[src/rtl/fetch_stage.sv]
// Instruction-fetch stage: program counter, instruction-memory address and the
// IF/ID pipeline register, with stall, redirect (flush) and bubble insertion.
module fetch_stage #(
  parameter logic [31:0] RESET_PC = 32'h0000_0000,
  parameter logic [31:0] NOP_INST = 32'h0000_0013
) (
  input  logic        clk,
  input  logic        reset,
  input  logic        stall,
  input  logic        redirect,
  input  logic [31:0] redirect_target,
  output logic [31:0] instr_addr,
  input  logic [31:0] instr_rdata,
  output logic [31:0] if_id_inst,
  output logic [31:0] if_id_pc,
  output logic [31:0] if_id_pc_plus4,
  output logic        if_id_valid,
  output logic        if_id_illegal,
  output logic [31:0] fetch_count
);

  typedef enum logic [1:0] {
    ACT_NORMAL,
    ACT_STALL,
    ACT_REDIRECT
  } action_e;

  localparam logic [31:0] RESET_PC_ALIGNED = {RESET_PC[31:2], 2'b00};

  action_e     action;

  logic [31:0] pc_d,        pc_q;
  logic [31:0] inst_d,      inst_q;
  logic [31:0] id_pc_d,     id_pc_q;
  logic [31:0] id_pc4_d,    id_pc4_q;
  logic        valid_d,     valid_q;
  logic        illegal_d,   illegal_q;
  logic [31:0] count_d,     count_q;

  // Redirect outranks stall so a resolved branch is never lost behind a hazard.
  always_comb begin
    if (redirect) begin
      action = ACT_REDIRECT;
    end else if (stall) begin
      action = ACT_STALL;
    end else begin
      action = ACT_NORMAL;
    end
  end

  always_comb begin
    pc_d      = pc_q;
    inst_d    = inst_q;
    id_pc_d   = id_pc_q;
    id_pc4_d  = id_pc4_q;
    valid_d   = valid_q;
    illegal_d = illegal_q;
    count_d   = count_q;

    unique case (action)
      ACT_REDIRECT: begin
        // Flush: the word at the old PC is discarded; decode PC fields hold.
        pc_d      = {redirect_target[31:2], 2'b00};
        inst_d    = NOP_INST;
        valid_d   = 1'b0;
        illegal_d = 1'b0;
      end
      ACT_STALL: begin
      end
      ACT_NORMAL: begin
        inst_d    = instr_rdata;
        id_pc_d   = pc_q;
        id_pc4_d  = pc_q + 32'd4;
        valid_d   = 1'b1;
        illegal_d = (instr_rdata[1:0] != 2'b11);
        pc_d      = pc_q + 32'd4;
        count_d   = count_q + 32'd1;
      end
      default: begin
      end
    endcase
  end

  always_ff @(posedge clk or posedge reset) begin
    if (reset) begin
      pc_q      <= RESET_PC_ALIGNED;
      inst_q    <= NOP_INST;
      id_pc_q   <= '0;
      id_pc4_q  <= 32'd4;
      valid_q   <= 1'b0;
      illegal_q <= 1'b0;
      count_q   <= '0;
    end else begin
      pc_q      <= pc_d;
      inst_q    <= inst_d;
      id_pc_q   <= id_pc_d;
      id_pc4_q  <= id_pc4_d;
      valid_q   <= valid_d;
      illegal_q <= illegal_d;
      count_q   <= count_d;
    end
  end

  assign instr_addr     = pc_q;
  assign if_id_inst     = inst_q;
  assign if_id_pc       = id_pc_q;
  assign if_id_pc_plus4 = id_pc4_q;
  assign if_id_valid    = valid_q;
  assign if_id_illegal  = illegal_q;
  assign fetch_count    = count_q;

endmodule

[config.mk]
export PLATFORM = sky130hd
export DESIGN_NAME = fetch_stage
export DESIGN_NICKNAME = d
export VERILOG_FILES = /design/src/rtl/fetch_stage.sv
export SDC_FILE = /design/constraint.sdc
export NUM_CORES = 1
export LEC_CHECK = 0
export ABC_AREA = 1
export BUFFER_PORTS_ARGS = -buffer_cell sky130_fd_sc_hd__buf_2
export CORE_MARGIN = 2
export CORE_UTILIZATION = 45
export DETAILED_ROUTE_END_ITERATION = 12
export PLACE_DENSITY = 0.81
export RECOVER_POWER = 25
export SLEW_MARGIN = 20
export SYNTH_ARGS = -nofsm -noshare
export SYNTH_HDL_FRONTEND = slang
export SYNTH_SLANG_ARGS = --single-unit
[constraint.sdc]
create_clock -name clk -period 9.8 [get_ports clk]
set_input_delay 0.49 -clock clk [delete_from_list [all_inputs] [get_ports clk]]
set_output_delay 0.49 -clock clk [all_outputs]
set_load 0.01 [all_outputs]
==> flow_summary_export.csv <==
group,metric,value,unit
yosys,ys_top_cells_by_area,"dfrtp_1 52%, nand2_1 14%, nand3_1 4.1%",
clock_network,root_buffer,"clkbuf_16",
placed_design,gp_congestion,0.886,
timing,period_share,0.345,
floorplanning,fp.coreArea,15900,um^2
timing,clock_skew,8.77,ps
critical_path,critPathMaxFanout,92,
yosys,synth-seq-area-share,0.535,
critical_path,crit_path_end_kind,"asynchronous set/reset pin",
power,p_per_area,186,nW/um^2
timing,fin_setup_tns,0,ps
clock_network,clk_path_buf_depth,2,
yosys,synth_flop_cell,"dfrtp_1",
timing,setup_violations,0,
detailed_routing,vias_per_cell,5.06,
clock_network,path_clk_slew,70,ps
clock_network,cts_tree,"done",
floorplanning,die_w,131,um
floorplanning,initial_core_util,0.460,
yosys,syn-cell-area,7300,um^2
timing,fmax,296,MHz
layout,nFillCells,1453,
yosys,synth_edf_count,0,
yosys,avgSynthCellArea,8.64,um^2
detailed_routing,drtPass1Iterations,5,
detailed_routing,met3_length,1.37,mm
critical_path,r2r_start,"instr_addr[2]",
layout,layout_common_cells,"279 x nand2_1, 200 x buf_2, 152 x dfrtp_1, 65 x nor2_1, 65 x inv_1",
grt,grt_pass1_vias,6318,
grt,grt_max_degree,93,
yosys,yosys.area.top_type,"dfrtp_1",
power,power,1.69,mW
detailed_routing,route.detailed.drc,0,
detailed_routing,drt.antenna.violating_nets,0,
timing,period_needed,3380,ps
timing,rsz0062_at_grt,"false",
grt,antenna_found_initial,1,
timing,relSlewSlack,-1.70,
clock_network,numClockSinks,156,
critical_path,crit_slowest_cell,"clkinvlp_2",
grt,grt_pass1_wl,32.7,mm
layout,nets,1131,
grt,track_usage,0.237,
yosys,ys_ff_latch,156,
floorplanning,io_pins,230,
run_status,outcome,"finished with violations",
clock_network,postCtsHoldBufs,0,
yosys,synth_cell_types,41,
critical_path,crit_start,"reset",
floorplanning,fp-row-count,46,
run,cap_violations,2,
floorplanning,die-area,17300,um^2
clock_network,post_cts.repair.setup_buffers,0,
detailed_routing,num_vias,6532,
detailed_routing,wirelength,19.9,mm
run_status,violations,"max-capacitance violations, max-slew violations",
layout,area.growth.synth_to_final,24.5,%
clock_network,clk-insertion-delay-late,430,ps
hold_path,hp-class,"input port to flip-flop",
critical_path,path_delay_family,"buffers and inverters",
critical_path,r2r_cells,11,
layout,layout-drive-gt1-share,0.262,
clock_network,cts_inserted_buffers,17,
timing,hold_viol,0,
timing,tightest_slew,4030,ps
critical_path,worstPathArrival,3840,ps
detailed_routing,drt_iter0_drc,345,
layout,final_common_cell,"nand2_1",
detailed_routing,met1_length,8.63,mm
layout,post-route-util,0.572,
placed_design,io_buffers,221,
critical_path,crit_type,"input port to asynchronous set/reset pin",
timing,maxSlewViolCount,122,
floorplanning,die_h,131,um
yosys,synth-async-reset-ratio,1.00,
detailed_routing,wire_per_inst,15.4,um
placed_design,dpl.hpwl,13.8,mm
clock_network,post_cts_resized,0,
critical_path,start_kind,"input port",
critical_path,path_cells,"clkbuf_1, clkinvlp_2, buf_4",
hold_path,min_from,"redirect_target[17]",
power,p_leak,4.88,nW
yosys,postSynthCellCount,845,
grt,grt-ovfl-total,0,
critical_path,cp_num_buf_inv,3,
yosys,yosys_warnings,0,
critical_path,crit_required,10260,ps
power,vdd.ir_drop.worst,0.000121,V
hold_path,whs_path_depth,3,
yosys,synth_top_area_frac,0.521,
critical_path,cp_slowest_stage_delay,2230,ps
clock_network,htree_levels,4,
critical_path,path_depth,3,
detailed_routing,wl_met2,9.51,mm
detailed_routing,top_layer,"met4",
per-layer routing:
metal  vias up  GRT usage
li1       3157          -
met4         0     0.0797
met5         -          0
met2       241      0.376
met1      3096      0.316
met3        38     0.0675
tightest hold or removal path: stages:
cell	delay, ps
buf_2	70
nand2_1	40
nand3_1	70
cell usage after synthesis, types with 9 or more instances:
| library cell | n |
|---|---|
| nand2_1 | 278 |
| a21oi_1 | 10 |
| o21ai_0 | 42 |
| buf_2 | 13 |
| nand4_1 | 13 |
| xnor2_1 | 9 |
| nand3_1 | 60 |
| xor2_1 | 15 |
| inv_1 | 65 |
| clkbuf_1 | 12 |
| nor2_1 | 65 |
| dfrtp_1 | 152 |
| nor2_4 | 9 |
| a22o_1 | 29 |
cell families after synthesis:
family	synth area share
simple gates	0.286
buf+inv	0.0598
flops	0.535
compound gates	0.0839
xor+xnor	0.0310
fa+ha+maj	0.00343
other cells	0.000513
worst paths after layout:
kind | slack (ps) | endpoint
min | 280 | instr_addr[17]
min reg2reg | 470 | if_id_pc_plus4[30]
min in group asynchronous | 1250 | if_id_inst[30]
max in group clk | 6720 | if_id_illegal
max reg2reg | 7930 | if_id_pc_plus4[24]
max | 6420 | fetch_count[15]
layout make-up:
| cell class | instances | area [um^2] | share of cell area |
|---|---|---|---|
| antenna | 1 | 2.50 | 0.000275 |
| clock buffer | 17 | 425 | 0.0468 |
| clock inverter | 15 | 140 | 0.0154 |
| inverter | 69 | 260 | 0.0286 |
| multi-input combinational | 592 | 2970 | 0.327 |
| sequential | 156 | 3910 | 0.430 |
| tap | 216 | 270 | 0.0297 |
| timing repair buffer | 225 | 1110 | 0.122 |
power by group:
group	total [mW]	internal [mW]	switching, mW
logic	0.271	0.104	0.167
clock network	0.633	0.353	0.279
registers	0.784	0.717	0.0676
sequential cells by signal, summed over array words and instances, names as in the netlist:
signal and flops:
instr_addr 30, if_id_valid 1, fetch_count 32, if_id_pc_plus4 30, if_id_illegal 1, if_id_pc 30, if_id_inst 32
stage by stage:
stage	hold WS [ps]	instances	setup WS [ps]	instance area, um^2
floorplan	493	850	5110	7320
global route	266	1291	5680	9090
CTS	260	1290	7570	9130
global placement	451	1258	7130	8560
finish	278	1291	6420	9090
detailed placement	455	1258	7120	8560
No activity file was read; power rests on OpenSTA's default activity.
